===== src/rtl/serial_subtractor_pkg.sv =====
// Shared definitions for the bit-serial subtractor: FSM encoding and a
// ceiling-log2 helper for sizing the bit counter.
package serial_subtractor_pkg;

  typedef enum logic [1:0] {
    IDLE  = 2'd0,
    SHIFT = 2'd1,
    DONE  = 2'd2
  } state_e;

  function automatic int clog2(input int n);
    int r;
    r = 0;
    for (int i = 0; i < 32; i++) begin
      if ((1 << r) < n) r = r + 1;
    end
    return (r < 1) ? 1 : r;
  endfunction

endpackage


===== src/rtl/full_subtractor_bit.sv =====
// One-bit full subtractor cell: x - y - bin -> difference d, borrow-out bout.
module full_subtractor_bit (
  input  logic x,
  input  logic y,
  input  logic bin,
  output logic d,
  output logic bout
);

  assign d    = x ^ y ^ bin;
  assign bout = (~x & y) | (~(x ^ y) & bin);

endmodule


===== src/rtl/serial_subtractor.sv =====
// Bit-serial subtractor: computes a - b - bin one bit per clock, LSB first,
// with a start/busy/done handshake and held results.
module serial_subtractor
  import serial_subtractor_pkg::*;
#(
  parameter int WIDTH = 4
) (
  input  logic             clk,
  input  logic             rst_n,
  input  logic             start,
  input  logic [WIDTH-1:0] a,
  input  logic [WIDTH-1:0] b,
  input  logic             bin,
  output logic             busy,
  output logic             done,
  output logic [WIDTH-1:0] d,
  output logic             bout
);

  // Counter runs 0..WIDTH so it must hold the value WIDTH itself.
  localparam int CW = clog2(WIDTH + 1);

  state_e           state_q, state_d;
  logic [WIDTH-1:0] areg_q, areg_d;
  logic [WIDTH-1:0] breg_q, breg_d;
  logic [WIDTH-1:0] res_q, res_d;
  logic             borrow_q, borrow_d;
  logic [CW-1:0]    cnt_q, cnt_d;
  logic [WIDTH-1:0] d_q, d_d;
  logic             bout_q, bout_d;
  logic             dbit;
  logic             borrow_nxt;

  full_subtractor_bit u_fs (
    .x    (areg_q[0]),
    .y    (breg_q[0]),
    .bin  (borrow_q),
    .d    (dbit),
    .bout (borrow_nxt)
  );

  always_comb begin
    state_d  = state_q;
    areg_d   = areg_q;
    breg_d   = breg_q;
    res_d    = res_q;
    borrow_d = borrow_q;
    cnt_d    = cnt_q;
    d_d      = d_q;
    bout_d   = bout_q;
    case (state_q)
      IDLE: begin
        if (start) begin
          areg_d   = a;
          breg_d   = b;
          borrow_d = bin;
          res_d    = '0;
          cnt_d    = '0;
          state_d  = SHIFT;
        end
      end
      SHIFT: begin
        // WIDTH shifting cycles, then one settle cycle that publishes the
        // completed result, so partial values never reach d/bout.
        if (cnt_q == CW'(WIDTH)) begin
          d_d     = res_q;
          bout_d  = borrow_q;
          state_d = DONE;
        end else begin
          areg_d   = areg_q >> 1;
          breg_d   = breg_q >> 1;
          res_d    = {dbit, res_q[WIDTH-1:1]};
          borrow_d = borrow_nxt;
          cnt_d    = cnt_q + CW'(1);
        end
      end
      DONE: begin
        state_d = IDLE;
      end
      default: begin
        state_d = IDLE;
      end
    endcase
  end

  always_ff @(posedge clk) begin
    if (!rst_n) begin
      state_q  <= IDLE;
      areg_q   <= '0;
      breg_q   <= '0;
      res_q    <= '0;
      borrow_q <= 1'b0;
      cnt_q    <= '0;
      d_q      <= '0;
      bout_q   <= 1'b0;
    end else begin
      state_q  <= state_d;
      areg_q   <= areg_d;
      breg_q   <= breg_d;
      res_q    <= res_d;
      borrow_q <= borrow_d;
      cnt_q    <= cnt_d;
      d_q      <= d_d;
      bout_q   <= bout_d;
    end
  end

  assign busy = (state_q != IDLE);
  assign done = (state_q == DONE);
  assign d    = d_q;
  assign bout = bout_q;

endmodule


===== config.mk =====
export PLATFORM = sky130hd
export DESIGN_NAME = serial_subtractor
export DESIGN_NICKNAME = d
export VERILOG_FILES = /design/src/rtl/serial_subtractor_pkg.sv /design/src/rtl/full_subtractor_bit.sv /design/src/rtl/serial_subtractor.sv
export SDC_FILE = /design/constraint.sdc
export NUM_CORES = 1
export LEC_CHECK = 0
export CAP_MARGIN = 20
export CORE_MARGIN = 10
export CORE_UTILIZATION = 53
export DETAILED_ROUTE_END_ITERATION = 6
export GPL_ROUTABILITY_DRIVEN = 0
export PLACE_DENSITY = 0.91
export SYNTH_ARGS = -nofsm -noshare
export SYNTH_HDL_FRONTEND = slang
export SYNTH_SLANG_ARGS = --single-unit

===== constraint.sdc =====
create_clock -name clk -period 2.05 [get_ports clk]
set_input_delay 0.41 -clock clk [delete_from_list [all_inputs] [get_ports clk]]
set_output_delay 0.41 -clock clk [all_outputs]
set_load 0.1 [all_outputs]

==> results of run 1 <==
-- power by group through the flow --
| stage | Clock (W) | Combinational [W] | Sequential [W] |
|---|---|---|---|
| floorplan | 0 | 0.0000746 | 0.000481 |
| finish | 0.000212 | 0.000111 | 0.000478 |
| detailed placement | 0 | 0.000111 | 0.000488 |
| global route | 0.000227 | 0.000121 | 0.000481 |
| CTS | 0.000220 | 0.000112 | 0.000478 |
| global placement | 0 | 0.000108 | 0.000486 |
-- synth_stat cells, types with 2 or more instances --
cell type / number
dfxtp_1: 23
mux2i_1: 13
nand2_1: 7
nor2_1: 7
o2bb2ai_1: 7
inv_1: 5
nand3_1: 4
buf_2: 3
a21oi_1: 2
a22o_1: 2
ha_1: 2
nor2b_1: 2
o21ai_0: 2
or4b_1: 2
-- cell families after synthesis --
family | count (synthesis)
flip-flops | 23
multiplexers | 13
AO/OA/AOI/OAI | 20
adder cells (fa/ha/maj) | 3
AND/OR/NAND/NOR | 29
buffers and inverters | 10
-- metal layers --
layer  part of all wire [%]  GRT usage (%)  wire length [um]  vias to the layer above
met5                      0              0                 0                        -
met3                    7.2          4.417               147                        7
li1                       -              -                 -                      394
met4                    2.3          4.918                46                        0
met2                     47          18.09               959                       25
met1                     43          11.50               880                      350
-- through the flow --
step | hold slack, ns | total power, W | std cells | setup WS (ns)
6_report | 0.4834 | 0.0008010 | 143 | 0.3105
3_5_place_dp | 0.4610 | 0.0005986 | 139 | 0.3367
5_1_grt | 0.5009 | 0.0008295 | 143 | 0.2385
4_1_cts | 0.4895 | 0.0008095 | 143 | 0.3064
3_3_place_gp | 0.4493 | 0.0005939 | 139 | 0.3763
2_1_floorplan | 0.4317 | 0.0005561 | 98 | 0.3792
-- critical path, cell delays in order, from the launching register on --
cell and delay [ns]:
dfxtp_1 0.45, or2_2 0.38, buf_12 0.18
-- registers in the layout, indices dropped and copies added, names as in the netlist --
| signal | flops |
|---|---|
| breg_q | 4 |
| res_q | 4 |
| borrow_q | 1 |
| bout | 1 |
| state_q | 2 |
| cnt_q | 3 |
| d | 4 |
| areg_q | 4 |
-- cell type report --
class	instances	area [um^2]
repair buffers	20	202.7
well taps	25	31.28
inverters	6	22.52
multi-input cells	65	500.5
fillers	153	519.2
clock buffers	3	22.52
clock inverters	1	5.005
flip-flops and latches	23	460.4
-- worst max-delay path by stage --
stage,slack [ns],endpoint,from
4_1_cts,0.31,busy,state_q[0]
3_3_place_gp,0.38,breg_q[3],start
3_5_place_dp,0.34,areg_q[3],start
2_1_floorplan,0.38,done,state_q[1]
6_report,0.31,busy,state_q[0]
5_1_grt,0.24,busy,state_q[0]
==> results.json, run 1 <==
{
  "status": "completed",
  "antenna_cells": 0,
  "hold_class": "register to register",
  "yosys_register_bits": 23,
  "timing.rr.start": "cnt_q[0]",
  "synthFlopType": "dfxtp_1",
  "clk_pin_slew_worst_paths_ns": 0.13,
  "grt_first_pass_wirelength_um": 3588,
  "yosys-top-cells-area": "dfxtp_1 (46%), mux2i_1 (13%), o2bb2ai_1 (6.1%)",
  "r2r_end": "res_q[1]",
  "r2r_cells": 5,
  "holdPathEnd": "breg_q[1]",
  "antenna_found_initial": 0,
  "synth_edf_count": 0,
  "die_area_um2": 4044,
  "p_switching_w": 0.0002093,
  "critPathRequiredTime_ns": 1.64,
  "clock_skew_ns": 0.001128,
  "p_int_w": 0.0005918,
  "grt_max_degree": 14,
  "placed_cell_area_um2": 1217,
  "path_class": "register to output port",
  "synthXorXnorAreaFrac_pct": 0,
  "areaGrowthSynthToFinish_pct": 23.60,
  "timing.fmax_mhz": 574.9,
  "setup_tns_ns": 0,
  "worstPathArrival_ns": 1.33,
  "p_comb_share_pct": 13.8,
  "dp_hpwl_um": 1589,
  "pwr-share-clk_pct": 26.5,
  "grt_setup_unrepaired": "false",
  "drive_above_1_share_pct": 16.95,
  "drt_first_pass_iters": 4,
  "cts_resized": 0,
  "cts_buffers": 3,
  "root_buffer": "clkbuf_4",
  "rows": 15,
  "hp-start": "breg_q[1]",
  "drtIter0Drc": 11,
  "ir_drop_mv": 0.5535,
  "postRouteAntennaNets": 0,
  "p_leak_nw": 0.5387,
  "chipHeight_um": 63.60,
  "mostFrequentLayoutCells": "dfxtp_1 (23), mux2i_1 (13), clkdlybuf4s50_1 (11)",
  "setup_viol": 0,
  "coreArea_um2": 1764,
  "wl_um": 2034,
  "final_core_util_pct": 70.57,
  "pwr-share-seq_pct": 59.7,
  "holdPathStages": 1,
  "h-tree-depth": 1,
  "hold_violations": 0,
  "grt-ovfl-total": 0,
  "synth_top_area_share_pct": 45.71,
  "slew_violations": 0,
  "cp_max_fo": 12,
  "ios": 19,
  "yosys.area_share.adder_pct": 4.472,
  "nNetsFinal": 134,
  "switching_share_pct": 26.12,
  "vias": 776,
  "final.min_clock_period_ns": 1.739,
  "drt-vias-per-instance": 5.427,
  "synth_compound_area_share_pct": 16.15,
  "netlist_instances": 98,
  "die_x_um": 63.60,
  "cp-end-kind": "output port",
  "cap_violations": 0,
  "final_common_cell": "dfxtp_1",
  "synth_mux_area_share_pct": 12.92,
  "portBuffers": 18,
  "start_kind": "register",
  "post_drt_wl_per_cell_um": 14.22,
  "initial_utilization_pct": 57.09,
  "grt_use_total_pct": 10.79,
  "synth_cell_types": 31,
  "grt_pass1_vias": 765,
  "worst_pin_slew_ns": 0.4916,
  "clk_path_buf_depth": 2,
  "ys.warnings.count": 0,
  "cts_hold_buf": 0,
  "cts_tree": "yes",
  "avgSynthCellArea_um2": 10.28,
  "clk_latency_ns": 0.31,
  "synthSimpleGateAreaFrac_pct": 15.90,
  "yosysTopAreaCell": "dfxtp_1",
  "seq_area_frac_synth_pct": 45.71,
  "synth-async-reset-ratio_pct": 0,
  "reg2reg_slack_ns": 0.52,
  "synth_nets": 113,
  "synth_top_family_by_area": "compound AO/OA/AOI/OAI gates",
  "relSlewSlack_pct": 67.23,
  "synth.cell_area_um2": 1007,
  "finalCritPeriodShare_pct": 84.85,
  "drc": 0,
  "cts_sinks": 23,
  "post_cts_buffers": 0,
  "design_area_um2": 1245,
  "powerDensity_nw_per_um2": 643.4
}
Power figures use the tool's default switching activity.
==> inputs of run 2 (changes only) <==
CORE_UTILIZATION = 45   (was 53)
PLACE_DENSITY = 0.83   (was 0.91)
clock period = 1.5 ns   (was 2.05 ns; I/O delays follow)
==> run 2 against run 1 <==
Net effect: non-clock buffer count is 8 higher; core utilization is 6.4 points lower; sequential cell count stayed put; worst setup slack worse by 0.27 ns; clock skew is 0.0026 ns higher; sequential share of layout area is 3.2 points lower; total power is 38% higher; combinational power is 56% higher; register-to-register slack worse by 0.48 ns; largest cell class unchanged; largest power group unchanged.
==> results.json, run 2 (synthesis gave the netlist of run 1 again) <==
{
  "status": "completed",
  "nNetsFinal": 142,
  "crit_chain": "inv_1, ha_2, and3_4, or4b_1, o21ai_0",
  "grt_first_pass_wirelength_um": 3739,
  "hold_violations": 0,
  "h-tree-depth": 1,
  "slowest_stage": "or4b_1",
  "initial_utilization_pct": 46.42,
  "setup_viol": 0,
  "clk_pin_slew_worst_paths_ns": 0.12,
  "dp_worst_setup_slack_ns": -0.09924,
  "rows": 17,
  "grt_pass1_vias": 884,
  "drc": 0,
  "critPathRequiredTime_ns": 1.75,
  "clock_skew_ns": 0.003684,
  "setup_tns_ns": 0,
  "grt_use_total_pct": 10.42,
  "drt-vias-per-instance": 5.227,
  "placed_cell_area_um2": 1326,
  "drtIter0Drc": 21,
  "antenna_cells": 0,
  "cts_buffers": 3,
  "worst_pin_slew_ns": 0.2909,
  "areaGrowthSynthToFinish_pct": 38.14,
  "dp_hpwl_um": 1653,
  "antenna_found_initial": 0,
  "cts_hold_buf": 0,
  "ir_drop_mv": 0.9329,
  "vias": 805,
  "final.min_clock_period_ns": 1.464,
  "p_leak_nw": 0.5923,
  "root_buffer": "clkbuf_4",
  "die_area_um2": 4531,
  "chipHeight_um": 67.31,
  "cts_tree": "yes",
  "drive_above_1_share_pct": 26.19,
  "relSlewSlack_pct": 80.55,
  "worstPathArrival_ns": 1.72,
  "cts_sinks": 23,
  "coreArea_um2": 2170,
  "cap_violations": 0,
  "final_common_cell": "dfxtp_1",
  "postRouteAntennaNets": 0,
  "cp_slowest_stage_delay_ns": 0.51,
  "grt-ovfl-total": 0,
  "powerDensity_nw_per_um2": 795.1,
  "drt_first_pass_iters": 4,
  "mostFrequentLayoutCells": "dfxtp_1 (19), mux2i_1 (13), clkdlybuf4s50_1 (11)",
  "portBuffers": 18,
  "fin_ws_ns": 0.03600,
  "hold_class": "register to register",
  "ios": 19,
  "clk_path_buf_depth": 2,
  "cp_max_fo": 3,
  "slew_violations": 0,
  "path_class": "register to register",
  "timing.fmax_mhz": 683.1,
  "final.fill_count": 180,
  "start_kind": "register",
  "die_x_um": 67.31,
  "post_drt_wl_per_cell_um": 14.31,
  "design_area_um2": 1391,
  "clk_latency_ns": 0.32,
  "wl_um": 2203,
  "grt_setup_unrepaired": "false",
  "cp-end-kind": "register",
  "finalCritPeriodShare_pct": 97.60,
  "grt_max_degree": 14
}
-- run 2: path summary, 6_finish.rpt --
check | from | endpoint | slack (ns) | cells past startpoint
setup / recovery | cnt_q[0] | res_q[1] | 0.04 | 5
hold / removal | cnt_q[1] | cnt_q[1] | 0.48 | 2
setup reg to reg | cnt_q[0] | res_q[1] | 0.04 | 5
hold reg to reg | cnt_q[1] | cnt_q[1] | 0.48 | 2
-- run 2: timing repair --
item                                    in CTS  in global routing
pin swaps                                    0                  0
endpoints found under the setup margin       2                  7
buffers inserted                             3                  0
endpoints found under the hold margin        0                  0
resized for setup                            5                  3
-- run 2: cell type report --
| cell class | count | area (um^2) | share of cell area (%) |
|---|---|---|---|
| Clock buffer | 3 | 22.52 | 1.619 |
| Inverter | 6 | 22.52 | 1.619 |
| Tap cell | 28 | 35.03 | 2.518 |
| Multi-Input combinational cell | 65 | 510.5 | 36.69 |
| Timing Repair Buffer | 28 | 325.3 | 23.38 |
| Clock inverter | 1 | 5.005 | 0.3597 |
| Sequential cell | 23 | 470.5 | 33.81 |
-- run 2: worst max-delay path, delay by kind of cell, from the launching register on --
family | cells | cell delay [ns]
adders and majority gates | 1 | 0.20
buffers and inverters | 1 | 0.07
DFF | 1 | 0.35
AOI/OAI and AO/OA | 1 | 0.09
and+or+nand+nor | 2 | 0.70
-- run 2: metrics by stage --
step,power [W],cells,hold slack [ns],util [%]
after global placement,0.0008220,147,0.4481,61.13
after global routing,0.001154,154,0.5055,64.13
after floorplan,0.0007606,98,0.4257,-
after CTS,0.001116,154,0.4936,63.90
final,0.001106,154,0.4776,64.13
after detailed placement,0.0008280,147,0.4676,61.13
-- run 2: layer usage --
metal / vias to the layer above / track usage, % / wire, um
met5: - / 0 / 0
li1: 407 / - / -
met2: 18 / 20.02 / 1163
met3: 3 / 3.471 / 109
met1: 377 / 10.03 / 898
met4: 0 / 3.846 / 33
-- run 2: power by group --
part,internal [W],switching [W]
clock network,0.000100,0.000185
logic,0.0000887,0.0000846
registers,0.000632,0.0000153
